$ cat config.mk
export PLATFORM = sky130hd
export DESIGN_NAME = apb2axi_rd_scheduler
export DESIGN_NICKNAME = d
export VERILOG_FILES = /design/src/rtl/apb2axi_rd_scheduler.sv
export SDC_FILE = /design/constraint.sdc
export NUM_CORES = 1
export LEC_CHECK = 0
export ABC_AREA = 1
export BUFFER_PORTS_ARGS = -buffer_cell sky130_fd_sc_hd__buf_2
export CORE_MARGIN = 3
export CORE_UTILIZATION = 59
export DETAILED_ROUTE_END_ITERATION = 8
export HOLD_SLACK_MARGIN = 0.03
export PLACE_DENSITY = 0.91
export SETUP_SLACK_MARGIN = 0.15
export SYNTH_ARGS = -nofsm -noshare
export SYNTH_HDL_FRONTEND = slang
export SYNTH_SLANG_ARGS = --single-unit
$ cat constraint.sdc
create_clock -name aclk -period 2.7 [get_ports aclk]
set_input_delay 0.27 -clock aclk [delete_from_list [all_inputs] [get_ports aclk]]
set_output_delay 0.27 -clock aclk [all_outputs]
set_load 0.1 [all_outputs]
$ cat src/rtl/apb2axi_rd_scheduler.sv
// ---------------------------------------------------------------------------
// apb2axi_rd_scheduler
//
// Turns tagged read requests into AXI AR transactions and tracks each tag's
// R burst until it completes. One AR can be pending at a time. Each in-flight
// read has its own slot, indexed by its tag, which is also used as ARID. When
// rlast arrives, the block emits a one-cycle completion pulse that carries the
// beat count and the worst response seen in the burst.
//
// Ports
//   aclk, aresetn          clock, asynchronous active-low reset
//   req_*                  request in (valid/ready, tag, addr, len, size)
//   ar*                    AXI read-address channel out (arburst fixed INCR)
//   rid/rresp/rlast/rvalid AXI read-data channel in; rready is always high
//                          out of reset
//   cpl_*                  completion pulse: tag, merged response, beats
//   outstanding            number of reads in flight (AR accepted, no rlast)
//   proto_err              sticky protocol-error flag, cleared only by reset
// ---------------------------------------------------------------------------
module apb2axi_rd_scheduler #(
    parameter int AXI_ID_W   = 2,
    parameter int AXI_ADDR_W = 32,
    parameter int MAX_OUT    = 4
) (
    input  logic                  aclk,
    input  logic                  aresetn,
    input  logic                  req_valid,
    output logic                  req_ready,
    input  logic [AXI_ID_W-1:0]   req_tag,
    input  logic [AXI_ADDR_W-1:0] req_addr,
    input  logic [3:0]            req_len,
    input  logic [2:0]            req_size,
    output logic [AXI_ID_W-1:0]   arid,
    output logic [AXI_ADDR_W-1:0] araddr,
    output logic [3:0]            arlen,
    output logic [2:0]            arsize,
    output logic [1:0]            arburst,
    output logic                  arvalid,
    input  logic                  arready,
    input  logic [AXI_ID_W-1:0]   rid,
    input  logic [1:0]            rresp,
    input  logic                  rlast,
    input  logic                  rvalid,
    output logic                  rready,
    output logic                  cpl_valid,
    output logic [AXI_ID_W-1:0]   cpl_tag,
    output logic [1:0]            cpl_resp,
    output logic [4:0]            cpl_beats,
    output logic [2:0]            outstanding,
    output logic                  proto_err
);

    localparam int         NSLOT     = 2**AXI_ID_W;
    localparam logic [2:0] MAX_OUT_C = 3'(MAX_OUT);
    localparam logic [4:0] CNT_SAT   = 5'd16;

    typedef enum logic {AR_IDLE = 1'b0, AR_PEND = 1'b1} ar_state_e;

    ar_state_e ar_state_q, ar_state_d;

    logic [AXI_ID_W-1:0]   arid_q, arid_d;
    logic [AXI_ADDR_W-1:0] araddr_q, araddr_d;
    logic [3:0]            arlen_q, arlen_d;
    logic [2:0]            arsize_q, arsize_d;

    // Per-tag slot state.
    logic [NSLOT-1:0] busy_q, busy_d;
    logic [4:0]       exp_q  [NSLOT];
    logic [4:0]       exp_d  [NSLOT];
    logic [4:0]       cnt_q  [NSLOT];
    logic [4:0]       cnt_d  [NSLOT];
    logic [1:0]       resp_q [NSLOT];
    logic [1:0]       resp_d [NSLOT];

    logic [2:0]          out_q, out_d;
    logic                perr_q, perr_d;
    logic                cpl_valid_q, cpl_valid_d;
    logic [AXI_ID_W-1:0] cpl_tag_q, cpl_tag_d;
    logic [1:0]          cpl_resp_q, cpl_resp_d;
    logic [4:0]          cpl_beats_q, cpl_beats_d;

    logic       req_hs, ar_hs, beat_hit, cpl_fire;
    logic [4:0] beat_cnt;
    logic [1:0] beat_resp;

    assign req_hs    = req_valid && req_ready;
    assign ar_hs     = arvalid && arready;
    assign beat_hit  = rvalid && busy_q[rid];
    assign cpl_fire  = beat_hit && rlast;
    assign beat_cnt  = (cnt_q[rid] == CNT_SAT) ? CNT_SAT : cnt_q[rid] + 5'd1;
    // AXI responses are ordered by severity, so the worst response is the max.
    assign beat_resp = (rresp > resp_q[rid]) ? rresp : resp_q[rid];

    // ---------------- AR FSM: state register ----------------
    always_ff @(posedge aclk or negedge aresetn) begin
        if (!aresetn) begin
            ar_state_q <= AR_IDLE;
        end else begin
            // NOTE: sequential state uses non-blocking assignment, so every flop samples pre-edge values.
            ar_state_q <= ar_state_d;
        end
    end

    // ---------------- AR FSM: next state ----------------
    always_comb begin
        ar_state_d = ar_state_q;
        if (ar_state_q == AR_IDLE) begin
            if (req_hs) ar_state_d = AR_PEND;
        end else begin
            if (arready) ar_state_d = AR_IDLE;
        end
    end

    // ---------------- AR FSM: outputs ----------------
    // The outstanding count only matters in AR_IDLE, where no AR is pending.
    // A tag that completes this cycle stays busy until the clock edge, so it
    // cannot be reissued in the same cycle.
    always_comb begin
        arvalid   = 1'b0;
        req_ready = 1'b0;
        if (ar_state_q == AR_PEND) begin
            arvalid = 1'b1;
        end else begin
            req_ready = aresetn && req_valid && (out_q < MAX_OUT_C) &&
                        !busy_q[req_tag] && !(cpl_fire && (rid == req_tag));
        end
    end

    // ---------------- Datapath next state ----------------
    always_comb begin
        // NOTE: every *_d gets its hold value first so that no path leaves it unassigned (no latches).
        arid_d      = arid_q;
        araddr_d    = araddr_q;
        arlen_d     = arlen_q;
        arsize_d    = arsize_q;
        busy_d      = busy_q;
        exp_d       = exp_q;
        cnt_d       = cnt_q;
        resp_d      = resp_q;
        out_d       = out_q;
        perr_d      = perr_q;
        cpl_valid_d = 1'b0;
        cpl_tag_d   = cpl_tag_q;
        cpl_resp_d  = cpl_resp_q;
        cpl_beats_d = cpl_beats_q;

        if (req_hs) begin
            arid_d   = req_tag;
            araddr_d = req_addr;
            arlen_d  = req_len;
            arsize_d = req_size;
        end

        if (beat_hit) begin
            if (rlast) begin
                busy_d[rid] = 1'b0;
                cpl_valid_d = 1'b1;
                cpl_tag_d   = rid;
                cpl_beats_d = beat_cnt;
                // A short or overlong burst is reported as SLVERR.
                if (beat_cnt != exp_q[rid]) begin
                    cpl_resp_d = 2'b10;
                    perr_d     = 1'b1;
                end else begin
                    cpl_resp_d = beat_resp;
                end
            end else begin
                cnt_d[rid]  = beat_cnt;
                resp_d[rid] = beat_resp;
            end
        end else if (rvalid) begin
            // Beat for a tag with no read in flight: drop it and flag the error.
            perr_d = 1'b1;
        end

        // The slot becomes busy only when the AR is accepted on the bus.
        if (ar_hs) begin
            busy_d[arid_q] = 1'b1;
            exp_d[arid_q]  = {1'b0, arlen_q} + 5'd1;
            cnt_d[arid_q]  = '0;
            resp_d[arid_q] = '0;
        end

        case ({ar_hs, cpl_fire})
            2'b10:   out_d = out_q + 3'd1;
            2'b01:   out_d = out_q - 3'd1;
            default: out_d = out_q;
        endcase
    end

    // ---------------- Datapath registers ----------------
    always_ff @(posedge aclk or negedge aresetn) begin
        if (!aresetn) begin
            arid_q      <= '0;
            araddr_q    <= '0;
            arlen_q     <= '0;
            arsize_q    <= '0;
            busy_q      <= '0;
            // NOTE: the slot array is flop-based and small, so it is cleared on reset; a mid-burst reset discards every read in flight.
            for (int i = 0; i < NSLOT; i++) begin
                exp_q[i]  <= '0;
                cnt_q[i]  <= '0;
                resp_q[i] <= '0;
            end
            out_q       <= '0;
            perr_q      <= 1'b0;
            cpl_valid_q <= 1'b0;
            cpl_tag_q   <= '0;
            cpl_resp_q  <= '0;
            cpl_beats_q <= '0;
        end else begin
            arid_q      <= arid_d;
            araddr_q    <= araddr_d;
            arlen_q     <= arlen_d;
            arsize_q    <= arsize_d;
            busy_q      <= busy_d;
            exp_q       <= exp_d;
            cnt_q       <= cnt_d;
            resp_q      <= resp_d;
            out_q       <= out_d;
            perr_q      <= perr_d;
            cpl_valid_q <= cpl_valid_d;
            cpl_tag_q   <= cpl_tag_d;
            cpl_resp_q  <= cpl_resp_d;
            cpl_beats_q <= cpl_beats_d;
        end
    end

    assign arid        = arid_q;
    assign araddr      = araddr_q;
    assign arlen       = arlen_q;
    assign arsize      = arsize_q;
    assign arburst     = 2'b01;
    assign rready      = aresetn;
    assign cpl_valid   = cpl_valid_q;
    assign cpl_tag     = cpl_tag_q;
    assign cpl_resp    = cpl_resp_q;
    assign cpl_beats   = cpl_beats_q;
    assign outstanding = out_q;
    assign proto_err   = perr_q;

endmodule

==> impl_metrics.ini, run 1 <==
[floorplanning]
design.core.area_um2 = 8380
rows = 33
floorplan.initialDensity_pct = 62.2
die_area_um2 = 10000
chipHeight_um = 100
die_x_um = 100
io_pins = 111

[critical_path]
path_max_fanout = 18
critPathTopFamily = compound AO/OA/AOI/OAI gates
slowest_delay_ps = 370
end_kind = flip-flop
timing.critical_path.to = resp_q[4]$_DFF_PN0_
r2r_slack_ps = 600
r2r-start = resp_q[3]$_DFF_PN0_
reg2reg_to = resp_q[4]$_DFF_PN0_
crit_type = in -> reg
start_kind = primary input
cp_num_buf_inv = 3
cp_slowest_cell = o21ai_0
crit_cells = 11
timing.critical_path.mode_cell = o22ai_1
crit_required_ps = 3000
worstSetupStartpoint = rid[0]
path_cells = buf_2, inv_4, nand2_4, o22ai_1, a221oi_1, ha_1, nor2_1, o22ai_1, o21ai_0, inv_1, a21oi_1
reg2reg_depth = 9
arrival_ps = 2440

[clock_network]
cts_sinks = 108
cts_tree = built
post_cts_buffers = 0
postCtsResizedCells = 0
cts_buffers = 9
clk_latency_ps = 380
htreeDepth = 3
root_buffer = clkbuf_8
cts.clk_slew.worst_paths_ps = 110
cts_hold_buf = 1
clock_path_buffers = 2

[logic_synthesis]
synth_area_leaders = dfrtp_1 (52%), nand2_1 (16%), o21ai_0 (5.9%), inv_1 (3.6%), a21oi_1 (2.6%)
synth_top_area_share_pct = 51.8
synth_cells = 627
ys_seq_elements = 108
netlist_area_um2 = 5220
synth_cell_types = 34
yosysWarningCount = 0
ys_seq_area_share_pct = 51.8
synth_top_area_cell = dfrtp_1
syn_nets = 686
syn_area_per_cell_um2 = 8.32

[sta]
hold_viol_final = 0
setup_total_negative_slack_ps = 0
fin_ws_ps = 556
slew_violations = 0
timing.fmax_mhz = 466
period_share_pct = 79.4
fin_skew_ps = 12.7
worstMarginPinSlew_ps = 765
fin_crit_ps = 2140
relSlewSlack_pct = 49.0
rsz0062_at_grt = false
setup_viol = 0

[global_routing]
grt_pass1_vias = 4841
grt_max_degree = 64
grt-busiest-layer = met2
grt_use_met3_pct = 6.53
grt_util_met2_pct = 46.3
gr-total-overflow = 0
antenna_found_initial = 0
grt_first_pass_wirelength_mm = 22.1
grt_usage_pct = 27.7
use_met1_pct = 34.5

[placement]
dp_hpwl_mm = 9.47
gp_congestion = 0.919
place_ws_ps = 189
io_buffers = 108

[detailed_routing]
wirelength_mm = 12.8
wl_per_cell_um = 15.3
drc = 0
first_pass_iters = 5
avgViaCountPerCell = 5.51
drt_iter0_drc = 246
drtAntennaViolNets = 0
vias = 4613

[layout]
nets = 786
drive_above_1_share_pct = 24.0
diodes = 0
synthToLayoutAreaGrowth_pct = 14.8

[min_path]
hold_path.class = in -> reg

[job]
cap_violations = 0

[outcome]
outcome = finished clean
-- logic make-up after synthesis --
group                    share of synthesized area (%)
buffers and inverters                             8.04
XOR/XNOR                                         0.672
AO/OA/AOI/OAI                                     11.2
adder cells (fa/ha/maj)                           2.06
AND/OR/NAND/NOR                                   26.0
flip-flops                                        51.8
other                                            0.144
-- synthesized netlist by cell type --
cell,n
nor2_1,17
ha_1,7
clkbuf_1,10
nand2_2,13
nand2_1,227
dfrtp_1,108
nand3_2,4
nand3_1,25
buf_8,1
nand4_1,1
nand2_4,8
inv_2,11
nor2_4,3
xnor2_1,2
a21oi_1,27
xor2_1,2
inv_4,1
o2111ai_1,1
buf_6,7
buf_2,3
o22ai_1,5
o21ai_0,61
inv_1,50
a221oi_1,1
nor3_1,3
o211ai_1,4
nor2_2,5
o21ai_1,7
buf_4,5
o21ai_2,1
nor2_8,1
fa_1,1
a22oi_1,3
conb_1,2
-- state kept, by name (all words and copies together), names as in the netlist, 3 cells and up --
register     flops
arsize           3
outstanding      3
exp_q           20
araddr          32
cpl_beats        5
arlen            4
busy_q           4
resp_q           8
cnt_q           20
-- metrics by stage --
step,util [%],instances,hold slack (ps),area (um2)
after global placement,68.8,820,162,5770
after CTS,71.4,837,72.0,5990
final,71.4,837,67.6,5990
after global routing,71.4,837,65.8,5990
after detailed placement,68.8,820,167,5770
after floorplan,-,627,-25.6,5220
-- worst min-delay path by stage --
stage	slack, ps	startpoint	depth (start not counted)	to
4_1_cts	70	req_addr[8]	3	araddr[8]$_DFFE_PN0P_
3_5_place_dp	170	aresetn	1	cnt_q[4]$_DFF_PN0_
3_3_place_gp	160	aresetn	1	cnt_q[3]$_DFF_PN0_
5_1_grt	70	req_addr[24]	3	araddr[24]$_DFFE_PN0P_
2_1_floorplan	-30	aresetn	0	ar_state_q$_DFF_PN0_
6_report	70	req_addr[8]	3	araddr[8]$_DFFE_PN0P_
-- layout make-up --
type,instances,area (um2)
Sequential cell,108,2700
Inverter,62,235
Clock buffer,10,128
Fill cell,611,2390
Tap cell,105,131
Multi-Input combinational cell,431,2090
Timing Repair Buffer,115,613
Clock inverter,6,82.6
-- routing by layer --
| metal | part of all wire, % | vias up |
|---|---|---|
| li1 | - | 2177 |
| met1 | 39 | 2160 |
| met2 | 50 | 232 |
| met3 | 8.2 | 44 |
| met4 | 3.1 | 0 |
| met5 | 0 | - |
-- worst min-delay path, delay by kind of cell --
family,cells,cell delay (ps)
buffers and inverters,1,70
and+or+nand+nor,2,80
-- layout by cell type (no fill, tap or decap), types with 3 or more instances in the layout --
cell type and instances:
buf_2 106, nand3_2 4, nand3_1 25, inv_2 11, buf_4 7, nand2_1 227, o211ai_1 4, inv_1 50
nor2_4 3, nand2_4 8, nand2_2 13, a22oi_1 3, nor3_1 3, dfrtp_1 108, nor2_1 17, a21oi_1 27
o21ai_0 61, ha_1 7, o22ai_1 5, clkbuf_8 9, o21ai_1 7, nor2_2 5
Power of run 1 is not shown: default switching activity piles up to over one toggle a cycle in this logic, so the estimate is an artifact.
==> run 2, diff against run 1 <==
Settings changed: CORE_UTILIZATION 59 to 49, PLACE_DENSITY 0.91 to 0.82.
Clock period 2.7 ns to 1.9 ns, I/O delays scaled along.
==> run 2 against run 1 <==
Critical path depth up 4. Cell count grew 14%. Register-to-register slack worse by 570 ps. Sequential cell count is the same. Global-route usage decreased by 1.4 points. Wire length is 20% higher. Clock skew grew 3.5 ps. Worst hold slack better by 16 ps. Critical endpoint is now cpl_resp[0]$_DFFE_PN0P_. Via count up 8.2%.
==> impl_metrics.ini, run 2 (synthesis gave the netlist of run 1 again) <==
[global_routing]
grt_pass1_vias = 5138
gr-total-overflow = 0
grt_usage_pct = 26.3
antenna_found_initial = 0
grt_max_degree = 101
grt_first_pass_wirelength_mm = 24.6

[layout]
drive_above_1_share_pct = 33.9
largest_register_ffs = 32
layout_commonest_cell = nand2_1
synthToLayoutAreaGrowth_pct = 34.4
final_core_util_pct = 67.9
layout_common_cells = nand2_1 (218), buf_2 (106), dfrtp_1 (101), o21ai_0 (56), buf_4 (46)
nets = 868
fin_cells = 951

[detailed_routing]
drc = 0
drtAntennaViolNets = 0
drt_iter0_drc = 331
wirelength_mm = 15.4
vias = 4990
first_pass_iters = 5
wl_per_cell_um = 16.2
avgViaCountPerCell = 5.25

[critical_path]
arrival_ps = 2170
cp_slowest_cell = dfrtp_1
reg2reg_depth = 15
end_kind = flip-flop
reg2reg_to = cpl_resp[0]$_DFFE_PN0P_
crit_required_ps = 2200
path_max_fanout = 3
slowest_delay_ps = 400
crit_type = reg -> reg
path_cells = nand2_2, nand2_4, nor2_8, inv_4, ha_4, inv_4, nand3_2, nand2_2, inv_2, nand3_2, nand2_2, nor2_4, nand3_2, buf_4, o21ai_2
crit_cells = 15
critPathTopFamily = simple AND/OR/NAND/NOR gates
start_kind = flip-flop
cp_num_buf_inv = 4
r2r-start = cnt_q[15]$_DFF_PN0_
r2r_slack_ps = 30

[min_path]
hold_path.class = in -> reg
whs_path_depth = 3
min-delay-start = rvalid
hold_path_end = proto_err$_DFFE_PN0P_

[floorplanning]
rows = 37
die_area_um2 = 11900
io_pins = 111
design.core.area_um2 = 10300
die_x_um = 109
floorplan.initialDensity_pct = 50.5
chipHeight_um = 109

[placement]
gp_congestion = 0.923
dp.cells = 880
io_buffers = 108
place_ws_ps = -283
dp_hpwl_mm = 9.43

[sta]
setup_viol = 0
fin_crit_ps = 1870
period_share_pct = 98.4
worstMarginPinSlew_ps = 534
fin_hold_ws_ps = 83.5
hold_viol_final = 0
rsz0062_at_grt = true
timing.fmax_mhz = 535
fin_skew_ps = 16.1
slew_violations = 0
relSlewSlack_pct = 64.4
fin_ws_ps = 30.0

[clock_network]
htreeDepth = 3
cts_tree = built
root_buffer = clkbuf_8
clock_path_buffers = 2
clk_latency_ps = 380
cts_buffers = 9
cts.clk_slew.worst_paths_ps = 100
cts_sinks = 108

[outcome]
outcome = finished clean

[job]
cap_violations = 0
run 2: worst max path at each step:
stage / to / start
CTS: proto_err$_DFFE_PN0P_ / cnt_q[0]$_DFF_PN0_
global placement: proto_err$_DFFE_PN0P_ / rid[0]
finish: cpl_resp[0]$_DFFE_PN0P_ / cnt_q[15]$_DFF_PN0_
global route: proto_err$_DFFE_PN0P_ / cnt_q[6]$_DFF_PN0_
detailed placement: cpl_resp[1]$_DFFE_PN0P_ / rid[0]
floorplan: outstanding[2]$_DFFE_PN0P_ / rid[0]
run 2: area by class of cell:
type / instances / area (um2)
antenna: 1 / 2.50
clock buffer: 10 / 138
clock inverter: 6 / 60.1
fill: 747 / 3310
inverter: 62 / 253
multi-input combinational: 431 / 2310
sequential: 108 / 2720
tap: 136 / 170
timing repair buffer: 197 / 1360
run 2: timing repair:
action	CTS	global route
setup endpoints to repair	8	17
resized for setup	31	21
setup buffers	4	8
endpoints found under the hold margin	48	0
hold buffers	42	0
gates cloned	0	0
pin swaps	24	26
run 2: routing by layer:
layer  vias up  wire (um)  track usage (%)
met5         -          0                0
met4         0        414             9.80
met3        43       1120             6.34
met2       215       7750             45.0
met1      2382       6160             32.2
li1       2350          -                -
run 2: metrics by stage:
stage / setup TNS (ps) / instance area (um2)
after floorplan: 0 / 5310
after global placement: -346 / 6120
after detailed placement: -1610 / 6120
after CTS: 0 / 6880
after global routing: -232 / 7010
final: 0 / 7010
run 2: worst reg2reg max path: stages (launching register included):
cell,delay [ps]
dfrtp_1,400
nand2_2,100
nand2_4,70
nor2_8,150
inv_4,50
ha_4,170
inv_4,60
nand3_2,60
nand2_2,80
inv_2,60
nand3_2,70
nand2_2,70
nor2_4,110
nand3_2,100
buf_4,150
o21ai_2,110
Power of run 2 is left out for the same reason.
==> run 3, diff against run 2 <==
Settings changed: ABC_AREA 1 to default.
==> run 3 against run 2 <==
Sequential cell count unchanged. Setup slack worse by 580 ps. Maximum frequency down 24%. The run now ends with negative hold slack, negative setup slack left. Clock skew up 7.1 ps. Via count down 16%. Synthesized cell count down 37%. First-iteration DRC count down 11%. Synthesized area down 7.0%. Cell count down 25%. Highest routed layer unchanged. Count of clock-buffer cells in the layout down 1. Global-route usage up 0.53 points. Worst hold slack worse by 190 ps. Largest cell class unchanged.
==> impl_metrics.ini, run 3 <==
[logic_synthesis]
synth_top_area_cell = dfrtp_1
synthXorXnorAreaFrac_pct = 2.48
ys_seq_elements = 108
synthArstFlopShare_pct = 100
synth_edf_count = 0
ys_seq_area_share_pct = 55.7
yosysWarningCount = 0
netlist_area_um2 = 4850
synth_ff_type = dfrtp_1
syn_area_per_cell_um2 = 12.3
synth_compound_area_share_pct = 7.04
syn_nets = 454
synth_adder_area_share_pct = 2.22
yosysMostFrequentCell = dfrtp_1
synth-simple-area-share_pct = 9.21
synth_top_family_by_area = multiplexers
synth.mux.area_fraction_pct = 19.9
synth_cell_types = 44
synth_commonest_cells = dfrtp_1 (108), mux2_2 (45), nand2_1 (45), nor2_1 (41)
synth_top_area_share_pct = 55.7
synth_area_leaders = dfrtp_1 (56%), mux2_2 (10%), mux4_2 (5.6%), mux2i_1 (3.9%), nand2_1 (3.5%)
synth_cells = 395

[floorplanning]
design.core.area_um2 = 9420
chipHeight_um = 106
die_area_um2 = 11100
io_pins = 111
rows = 35
die_x_um = 106
floorplan.initialDensity_pct = 51.5

[clock_network]
cts.clk_slew.worst_paths_ps = 110
cts_sinks = 108
root_buffer = clkbuf_8
clk_latency_ps = 390
cts_buffers = 9
cts_tree = built
htreeDepth = 3
clock_path_buffers = 2

[critical_path]
critPathTopFamily = compound AO/OA/AOI/OAI gates
arrival_ps = 2720
start_kind = flip-flop
cp_slowest_cell = mux4_2
crit_required_ps = 2170
cp_num_buf_inv = 2
crit_type = reg -> reg
path_max_fanout = 3
slowest_delay_ps = 540
timing.critical_path.mode_cell = o22a_1
reg2reg_depth = 11
path_cells = mux4_2, inv_4, ha_4, nand2_1, o22a_1, nor2_4, o21ba_4, xor2_1, nand4_1, buf_4, o22a_1
crit_cells = 11
end_kind = flip-flop

[sta]
fin_hold_ws_ps = -102
relSlewSlack_pct = 61.6
timing.fmax_mhz = 409
worstMarginPinSlew_ps = 577
slew_violations = 0
fin_ws_ps = -547
setup_viol = 79
hold_viol_final = 108
period_share_pct = 129
fin_skew_ps = 23.3
fin_crit_ps = 2450
rsz0062_at_grt = true

[layout]
nets = 641
layout_commonest_cell = buf_2
seq_area_um2 = 2710
largest_register_ffs = 32
drive_above_1_share_pct = 54.9
layout_common_cells = buf_2 (106), dfrtp_1 (103), nand2_1 (43), buf_4 (43), mux2_4 (40)
multi_input_area_um2 = 2500
synthToLayoutAreaGrowth_pct = 46.6
fillCellCount = 547
diodes = 0

[global_routing]
grt_first_pass_wirelength_mm = 23.2
antenna_found_initial = 0
grt_usage_pct = 26.8
grt_max_degree = 110
grt_pass1_vias = 4351
gr-total-overflow = 0

[detailed_routing]
drc = 0
drt_iter0_drc = 296
wl_per_cell_um = 22.3
met1_length_mm = 5.89
wirelength_mm = 16.0
wl_met3_mm = 1.12
drtAntennaViolNets = 0
routed.top_layer = met4
vias = 4194
met2_length_mm = 8.36
avgViaCountPerCell = 5.86
first_pass_iters = 5

[outcome]
violations = negative hold slack, negative setup slack
outcome = finished with violations

[job]
cap_violations = 0

[min_path]
hold_path.class = in -> async

[placement]
gp_congestion = 0.851
dp_hpwl_mm = 8.32
place_ws_ps = -490
io_buffers = 108
==> run 3: changes by cell type after synthesis, moves of 16 or more <==
| cell | previous run | this run |
|---|---|---|
| nand2_1 | 227 | 45 |
| mux2_2 | 0 | 45 |
| o21ai_0 | 61 | 19 |
| inv_1 | 50 | 10 |
| nor2_1 | 17 | 41 |
| a21oi_1 | 27 | 4 |
| nand3_1 | 25 | 4 |
| mux2i_1 | 0 | 19 |
| a211oi_1 | 0 | 16 |
==> run 3: timing repair <==
item                                    in CTS  in global routing
endpoints found under the hold margin      117                110
hold buffers                                 9                  2
pin swaps                                   19                  9
endpoints found under the setup margin      78                 81
resized for setup                           77                 31
cloned                                       9                  1
setup buffers                               21                 12
==> run 3: layout make-up <==
cell class              count  share of cell area [%]
well taps                 129                    2.27
flip-flops and latches    108                    38.1
clock buffers               9                    1.74
inverters                  13                   0.791
multi-input cells         255                    35.1
repair buffers            195                    21.0
clock inverters             7                   0.950
==> run 3: cell families after synthesis <==
logic type	after synthesis
adder cells (fa/ha/maj)	8
multiplexers	76
flip-flops	108
XOR/XNOR	12
AO/OA/AOI/OAI	52
buffers and inverters	32
other	2
AND/OR/NAND/NOR	105
==> run 3: through the flow <==
step	area, um2	setup TNS (ps)	util, %	std cells
after detailed placement	5980	-12610	63.5	646
after global placement	5980	-10280	63.5	646
final	7110	-13300	75.6	716
after global routing	7110	-18430	75.6	716
after floorplan	5150	-8550	-	395
after CTS	6860	-9150	72.8	701
==> run 3: final timing paths <==
kind,to,startpoint,slack (ps)
worst max-delay path,cpl_resp[1]$_DFFE_PN0P_,cnt_q[0]$_DFF_PN0_,-550
worst max register to register,cpl_resp[1]$_DFFE_PN0P_,cnt_q[0]$_DFF_PN0_,-550
worst min register to register,cpl_beats[2]$_DFFE_PN0P_,cpl_beats[2]$_DFFE_PN0P_,490
min in group aclk,araddr[9]$_DFFE_PN0P_,req_addr[9],40
max in group asynchronous,arlen[0]$_DFFE_PN0P_,aresetn,1510
worst min-delay path,resp_q[7]$_DFF_PN0_,aresetn,-100
==> run 3: per-layer routing <==
metal,vias to the layer above,track usage (%)
met4,0,9.71
met1,2141,33.2
met5,-,0
met3,53,6.43
met2,253,45.8
li1,1747,-
==> run 3: worst register-to-register path, delay by kind of cell, from the launching register on <==
kind	cells	cell delay, ps
buffers and inverters	2	270
multiplexers	1	540
XOR/XNOR	1	160
AO/OA/AOI/OAI	3	550
adder cells (fa/ha/maj)	1	130
AND/OR/NAND/NOR	3	330
flip-flops	1	380
Power of run 3 is left out for the same reason.
